[src/rtl/constants.sv]
// Shared type definitions for the FPU operation arbiter and the datapath it feeds.
package constants;

    typedef logic [15:0] fp16_t;
    typedef logic [2:0]  opStatusFlag_t;

    typedef enum logic [1:0] {
        OP_ADD = 2'd0,
        OP_SUB = 2'd1,
        OP_MUL = 2'd2,
        OP_DIV = 2'd3
    } fpuOp_t;

    typedef enum logic [1:0] {
        IDLE  = 2'd0,
        ISSUE = 2'd1,
        WAIT  = 2'd2,
        RESP  = 2'd3
    } arbState_t;

    // Width of a requester index; never below one bit so NREQ == 1 still elaborates.
    function automatic int ptrWidth(input int n);
        return (n > 1) ? $clog2(n) : 1;
    endfunction

endpackage

[src/rtl/fpu_rr_arbiter.sv]
// Round-robin grant: the first asserted request found scanning circularly from the pointer.
module fpu_rr_arbiter
    import constants::*;
#(
    parameter  int NREQ = 2,
    localparam int PW   = ptrWidth(NREQ)
) (
    input  logic [NREQ-1:0] request,
    input  logic [PW-1:0]   pointer,
    output logic [NREQ-1:0] grant
);

    always_comb begin
        logic [PW-1:0] idx;
        logic          found;
        grant = '0;
        idx   = pointer;
        found = 1'b0;
        for (int k = 0; k < NREQ; k++) begin
            if (!found && request[idx]) begin
                grant[idx] = 1'b1;
                found      = 1'b1;
            end
            idx = (idx == PW'(NREQ - 1)) ? '0 : idx + PW'(1);
        end
    end

endmodule

[src/rtl/fpu_op_arbiter.sv]
// Shares one FPU datapath among NREQ requesters: one op in flight at a time,
// round-robin grant, per-requester response routing and sticky status flags.
module fpu_op_arbiter
    import constants::*;
#(
    parameter type FP_T = fp16_t,
    parameter int  NREQ = 2
) (
    input  logic                       clock,
    input  logic                       reset,
    input  logic [NREQ-1:0]            reqValid,
    output logic [NREQ-1:0]            reqReady,
    input  fpuOp_t [NREQ-1:0]          reqOp,
    input  FP_T [NREQ-1:0]             reqA,
    input  FP_T [NREQ-1:0]             reqB,
    output logic [NREQ-1:0]            rspValid,
    input  logic [NREQ-1:0]            rspReady,
    output FP_T                        rspResult,
    output opStatusFlag_t              rspFlags,
    output logic                       fpuStart,
    output fpuOp_t                     fpuOp,
    output FP_T                        fpuA,
    output FP_T                        fpuB,
    input  logic                       fpuDone,
    input  FP_T                        fpuResult,
    input  opStatusFlag_t              fpuFlags,
    output opStatusFlag_t [NREQ-1:0]   accFlags,
    output logic                       busy,
    input  logic [NREQ-1:0]            flagClear
);

    localparam int PW = ptrWidth(NREQ);

    arbState_t                  stateReg, stateNext;
    logic [PW-1:0]              ptrReg, ownerReg, grantIdx;
    logic [NREQ-1:0]            grant;
    fpuOp_t                     opReg;
    FP_T                        aReg, bReg, resultReg;
    opStatusFlag_t              flagsReg;
    opStatusFlag_t [NREQ-1:0]   accFlagsReg, accFlagsNext;
    logic                       grantTake, capture, respActive;

    fpu_rr_arbiter #(.NREQ(NREQ)) uRrArbiter (
        .request (reqValid),
        .pointer (ptrReg),
        .grant   (grant)
    );

    always_comb begin
        grantIdx = '0;
        for (int i = 0; i < NREQ; i++) begin
            if (grant[i]) grantIdx = PW'(i);
        end
    end

    always_comb begin
        stateNext  = stateReg;
        reqReady   = '0;
        fpuStart   = 1'b0;
        grantTake  = 1'b0;
        capture    = 1'b0;
        respActive = 1'b0;
        case (stateReg)
            IDLE: begin
                if (|reqValid) begin
                    reqReady  = grant;
                    grantTake = 1'b1;
                    stateNext = ISSUE;
                end
            end
            ISSUE: begin
                fpuStart = 1'b1;
                // A zero-latency datapath may complete in the issue cycle itself.
                if (fpuDone) begin
                    capture   = 1'b1;
                    stateNext = RESP;
                end else begin
                    stateNext = WAIT;
                end
            end
            WAIT: begin
                if (fpuDone) begin
                    capture   = 1'b1;
                    stateNext = RESP;
                end
            end
            RESP: begin
                respActive = 1'b1;
                if (rspReady[ownerReg]) stateNext = IDLE;
            end
            default: stateNext = IDLE;
        endcase
        if (reset) begin
            reqReady   = '0;
            fpuStart   = 1'b0;
            grantTake  = 1'b0;
            capture    = 1'b0;
            respActive = 1'b0;
        end
    end

    // Clear first, then OR-in, so flags arriving in the clear cycle survive.
    always_comb begin
        accFlagsNext = accFlagsReg;
        for (int i = 0; i < NREQ; i++) begin
            if (flagClear[i]) accFlagsNext[i] = '0;
            if (capture && (ownerReg == PW'(i))) accFlagsNext[i] = accFlagsNext[i] | fpuFlags;
        end
    end

    always_ff @(posedge clock) begin
        if (reset) begin
            stateReg    <= IDLE;
            ptrReg      <= '0;
            ownerReg    <= '0;
            opReg       <= OP_ADD;
            aReg        <= '0;
            bReg        <= '0;
            resultReg   <= '0;
            flagsReg    <= '0;
            accFlagsReg <= '0;
        end else begin
            stateReg    <= stateNext;
            accFlagsReg <= accFlagsNext;
            if (grantTake) begin
                ownerReg <= grantIdx;
                ptrReg   <= (grantIdx == PW'(NREQ - 1)) ? '0 : grantIdx + PW'(1);
                opReg    <= reqOp[grantIdx];
                aReg     <= reqA[grantIdx];
                bReg     <= reqB[grantIdx];
            end
            if (capture) begin
                resultReg <= fpuResult;
                flagsReg  <= fpuFlags;
            end
        end
    end

    generate
        for (genvar gi = 0; gi < NREQ; gi++) begin : genRsp
            assign rspValid[gi] = respActive && (ownerReg == PW'(gi));
        end
    endgenerate

    assign fpuOp     = reset ? OP_ADD : opReg;
    assign fpuA      = reset ? '0 : aReg;
    assign fpuB      = reset ? '0 : bReg;
    assign rspResult = resultReg;
    assign rspFlags  = flagsReg;
    assign accFlags  = accFlagsReg;
    assign busy      = !reset && (stateReg != IDLE);

endmodule
[config.mk]
export PLATFORM = sky130hd
export DESIGN_NAME = fpu_op_arbiter
export DESIGN_NICKNAME = d
export VERILOG_FILES = /design/src/rtl/constants.sv /design/src/rtl/fpu_rr_arbiter.sv /design/src/rtl/fpu_op_arbiter.sv
export SDC_FILE = /design/constraint.sdc
export NUM_CORES = 1
export LEC_CHECK = 0
export ABC_AREA = 1
export BUFFER_PORTS_ARGS = -buffer_cell sky130_fd_sc_hd__buf_2
export CORE_AREA = 2 2 86 88
export CTS_BUF_LIST = sky130_fd_sc_hd__clkbuf_2 sky130_fd_sc_hd__clkbuf_4 sky130_fd_sc_hd__clkbuf_8
export CTS_CLUSTER_DIAMETER = 40
export DETAILED_ROUTE_END_ITERATION = 8
export DIE_AREA = 0 0 88 90
export PLACE_DENSITY = 0.77
export SKIP_LAST_GASP = 1
export SYNTH_ARGS = -nofsm -noshare
export SYNTH_HDL_FRONTEND = slang
export SYNTH_SLANG_ARGS = --single-unit
[constraint.sdc]
create_clock -name clock -period 2.1 [get_ports clock]
set_clock_uncertainty 0.15 [all_clocks]
set_input_delay 0.105 -clock clock [delete_from_list [all_inputs] [get_ports clock]]
set_output_delay 0.105 -clock clock [all_outputs]
set_load 0.01 [all_outputs]
==> summary.md <==
| Metric | Value |
|---|---|
| Post CTS Setup Buffer Count | `0` |
| Storage element area | `about 1300 sq um` |
| Synth-to-layout area growth | `61.8%` |
| Kind of start point of the critical path | `flip-flop` |
| Die height | `about 90 um` |
| Nets in the synthesized netlist | `just under 600` |
| TritonCTS clock tree | `yes` |
| Number of stages on the worst hold path | `5` |
| Nets | `830` |
| Full die area | `just under 8000 sq um` |
| Critical path data arrival time | `around 1700 ps` |
| Final-report max-slew violation count | `0` |
| Count of cells along the worst register-to-register path | `9` |
| Main area contributors after synthesis | `sky130_fd_sc_hd__dfxtp_1 (40%), sky130_fd_sc_hd__nand2_1 (15%), sky130_fd_sc_hd__nand3_1 (14%)` |
| Accumulated negative setup slack | `0 ps` |
| Crit path max-delay cell type | `sky130_fd_sc_hd__dfxtp_1` |
| IO Pins | `161` |
| Source-to-sink clock delay at the later pin of the worst-skew pair | `between 300 and 400 ps` |
| Register clock-pin slew on the reported worst setup and hold paths | `around 60 ps` |
| Share of post-route cells with drive strength above 1 | `between 20% and 30%` |
| Fraction of post-synthesis cell area in the top cell type by area | `39.6%` |
| Initial antenna violation count | `0` |
| Slew at the pin with the worst max-slew slack | `~320 ps` |
| Min-delay worst type | `input port to flip-flop` |
| Site row count | `31` |
| Peak supply drop | `between 0.0005 and 0.0006 V` |
| # Max-Cap Violations | `0` |
| Die X | `between 80 and 90 um` |
| Final Critical Period | `2000 ps` |
| Number of global-route vias before repair | `3,952` |
| CTS max path bufs | `2` |
| RR Startpoint | `stateReg[0]` |
| Count of final setup violators | `0` |
| Number of buffer and inverter instances along the worst setup path | `4` |
| Initial Util | `between 40% and 50%` |
| ANT cells | `0` |
| Number of vias per cell after detailed routing | `~5` |
| Area of the mapped netlist | `roughly 3200 sq um` |
| Cell with the most instances after synthesis | `sky130_fd_sc_hd__nand2_1` |
| Largest net degree at the start of global routing | `35` |
| Pwr dens | `866 nW/um^2` |
| Yosys reg bits | `63` |
| Post-synthesis instance total | `490` |
| Vias | `4,107` |
| Half-perimeter wire length of the detailed placement result | `6330 um` |
| Data required, critical path | `about 1900 ps` |
| DR DRC count | `0` |
| Launch instance of the worst min-delay path | `reqB[11]` |
| Register area share after synthesis | `between 30% and 40%` |
| Number of fillers in the final layout | `approximately 570` |
| Commonest cells in the netlist | `sky130_fd_sc_hd__nand2_1 (128), sky130_fd_sc_hd__nand3_1 (87), sky130_fd_sc_hd__inv_1 (79)` |
| End point of the worst hold path | `bReg[11]` |
| Pre-CTS setup slack | `between 300 and 400 ps` |
| Number of enable flip-flop cells after synthesis | `0` |
| Total count of hold-check failures in the final report | `0` |
| Core region area | `between 7000 and 8000 sq um` |
| Share of flip-flops with an asynchronous set or reset | `0%` |
| Count of cell types in the netlist | `21` |
| Multi-input gate area in the final layout | `1470 sq um` |
| Pre-antenna DRT Iters | `7` |
| Cell type group with the largest total delay on the critical path | `buffers and inverters` |
| Global-route wire length before repair | `17,400 um` |
| Overflow after GRT | `0` |
| Number of nets still failing antenna checks after routing | `0` |
| Achievable Freq | `0.501 GHz` |
| Internal reg-to-reg setup slack | `between 300 and 400 ps` |
| Final Wtd Congestion | `~0.81` |
| Critical Path Fanout Max | `23` |
| Deepest level of the CTS H-tree | `3` |
| Average routed wire per standard cell | `13.1 um` |
| Yosys Warn Count | `0` |
| Final worst-path cycle share | `95.0%` |
| Start point of the critical path | `stateReg[0]` |
| RSZ-0062 raised after global routing | `no` |
| Clock root buffer | `sky130_fd_sc_hd__clkbuf_8` |
| Category of the critical setup timing path | `flip-flop to output port` |
| Worst slew margin relative to its limit | `79.0%` |
| Category of the worst setup path capture point | `output port` |
| Number of buffers created by CTS | `9` |
| Cells along the critical path | `inv_2 > ha_2 > inv_1 > nor2_8 > o21ai_2 > buf_8 > nor2_4 > buf_2` |
| Number of clock sinks | `63` |
| Total of buffers placed on input and output ports | `between 150 and 200` |
| Delay contributed by the slowest stage of the critical path | `between 300 and 400 ps` |
| Capture instance of the worst register-to-register path | `aReg[4]` |
| Post-route worst setup slack | `between 100 and 150 ps` |
| Post-synth top area cell | `sky130_fd_sc_hd__dfxtp_1` |
| Global-route total usage across every layer | `a little over a quarter` |
| Total routed wirelength | `about 11,000 um` |
| Leak pwr | `0.00283 uW` |
| Top FF cell, synth | `sky130_fd_sc_hd__dfxtp_1` |
| Syn Area/Cell | `approximately 6.5 sq um` |
| Run status | `completed` |
| DRT iter0 DRCs | `174` |
## layout make-up
type	instances	share of cell area [%]
Inverter	81	5.91
Tap cell	99	2.41
Timing Repair Buffer	260	34.6
Clock inverter	3	0.778
Clock buffer	13	3.35
Multi-Input combinational cell	314	28.5
Sequential cell	63	24.5
## kinds of logic (layout without fill, tap and decap cells)
kind of cell | Yosys count | after routing | synth area share [%]
DFF | 63 | 63 | 39.6
and+or+nand+nor | 295 | 295 | 41.5
adders and majority gates | 5 | 5 | 1.97
buffers and inverters | 113 | 357 | 14.5
AOI/OAI and AO/OA | 14 | 14 | 2.44
## power breakdown
part	switching [uW]	internal, uW
sequential	138	1450
clock	450	655
combinational	1060	710
## metal layers
layer / share of wire (%) / routed length [um] / track usage [%]
met4: 4.6 / 504 / 16.8
met1: 38 / 4160 / 30.8
met5: 0 / 0 / 0
met2: 49 / 5350 / 46.3
met3: 8.1 / 888 / 5.97
## what timing repair did
item | 4_1_cts | 5_1_grt
gates resized for setup | 1 | 4
hold endpoints to repair | 57 | 0
setup endpoints to repair | 1 | 1
hold buffers | 88 | 0
## metrics by stage
| step | hold slack (ps) | instance area, sq um | utilization (%) | cells | total power [uW] |
|---|---|---|---|---|---|
| 4_1_cts | 4.37 | 5140 | 73.2 | 833 | 4440 |
| 3_5_place_dp | 146 | 4040 | 57.6 | 729 | 3200 |
| 3_3_place_gp | 143 | 4040 | 57.6 | 729 | 3160 |
| 6_report | 8.70 | 5150 | 73.3 | 833 | 4460 |
| 5_1_grt | 45.5 | 5150 | 73.3 | 833 | 4780 |
| 2_1_floorplan | 58.1 | 3180 | - | 490 | 2710 |
## worst register-to-register path, cell delays in order (launching register included)
cell                      delay [ps]
sky130_fd_sc_hd__dfxtp_1         350
sky130_fd_sc_hd__inv_2           110
sky130_fd_sc_hd__ha_2            200
sky130_fd_sc_hd__inv_1            90
sky130_fd_sc_hd__nor2_8          110
sky130_fd_sc_hd__buf_4           310
sky130_fd_sc_hd__nand4_1         150
sky130_fd_sc_hd__nand3_1         130
sky130_fd_sc_hd__nand2_1          60
sky130_fd_sc_hd__inv_1            50
## flip-flops by register name, summed over array words and instances, names as in the netlist
| signal | count |
|---|---|
| aReg | 16 |
| accFlags | 6 |
| bReg | 16 |
| opReg | 2 |
| ownerReg | 1 |
| ptrReg | 1 |
| rspFlags | 3 |
| rspResult | 16 |
| stateReg | 2 |
## worst max-delay path by stage
stage                     cells past startpoint  slack, ps          end
after global placement                        9        370     aReg[10]
final                                         8        100  reqReady[0]
after CTS                                     8         20  reqReady[0]
after global routing                          8         10  reqReady[0]
after detailed placement                      9        310     aReg[13]
after floorplan                              11        450     aReg[14]
## cells in the final DEF, fill, tap and decap left out, types with 2 or more instances in the layout
cell,instances
sky130_fd_sc_hd__dlygate4sd3_1,88
sky130_fd_sc_hd__o21ai_0,2
sky130_fd_sc_hd__nand4_1,30
sky130_fd_sc_hd__clkbuf_8,12
sky130_fd_sc_hd__dfxtp_1,62
sky130_fd_sc_hd__buf_4,11
sky130_fd_sc_hd__a31o_2,2
sky130_fd_sc_hd__inv_2,3
sky130_fd_sc_hd__nor2_1,45
sky130_fd_sc_hd__clkinv_2,2
sky130_fd_sc_hd__ha_1,4
sky130_fd_sc_hd__buf_2,160
sky130_fd_sc_hd__nand2_1,128
sky130_fd_sc_hd__nand3_1,87
sky130_fd_sc_hd__inv_1,78
sky130_fd_sc_hd__nor3_1,2
sky130_fd_sc_hd__a21oi_1,9
(Power assumes the default switching activity.)
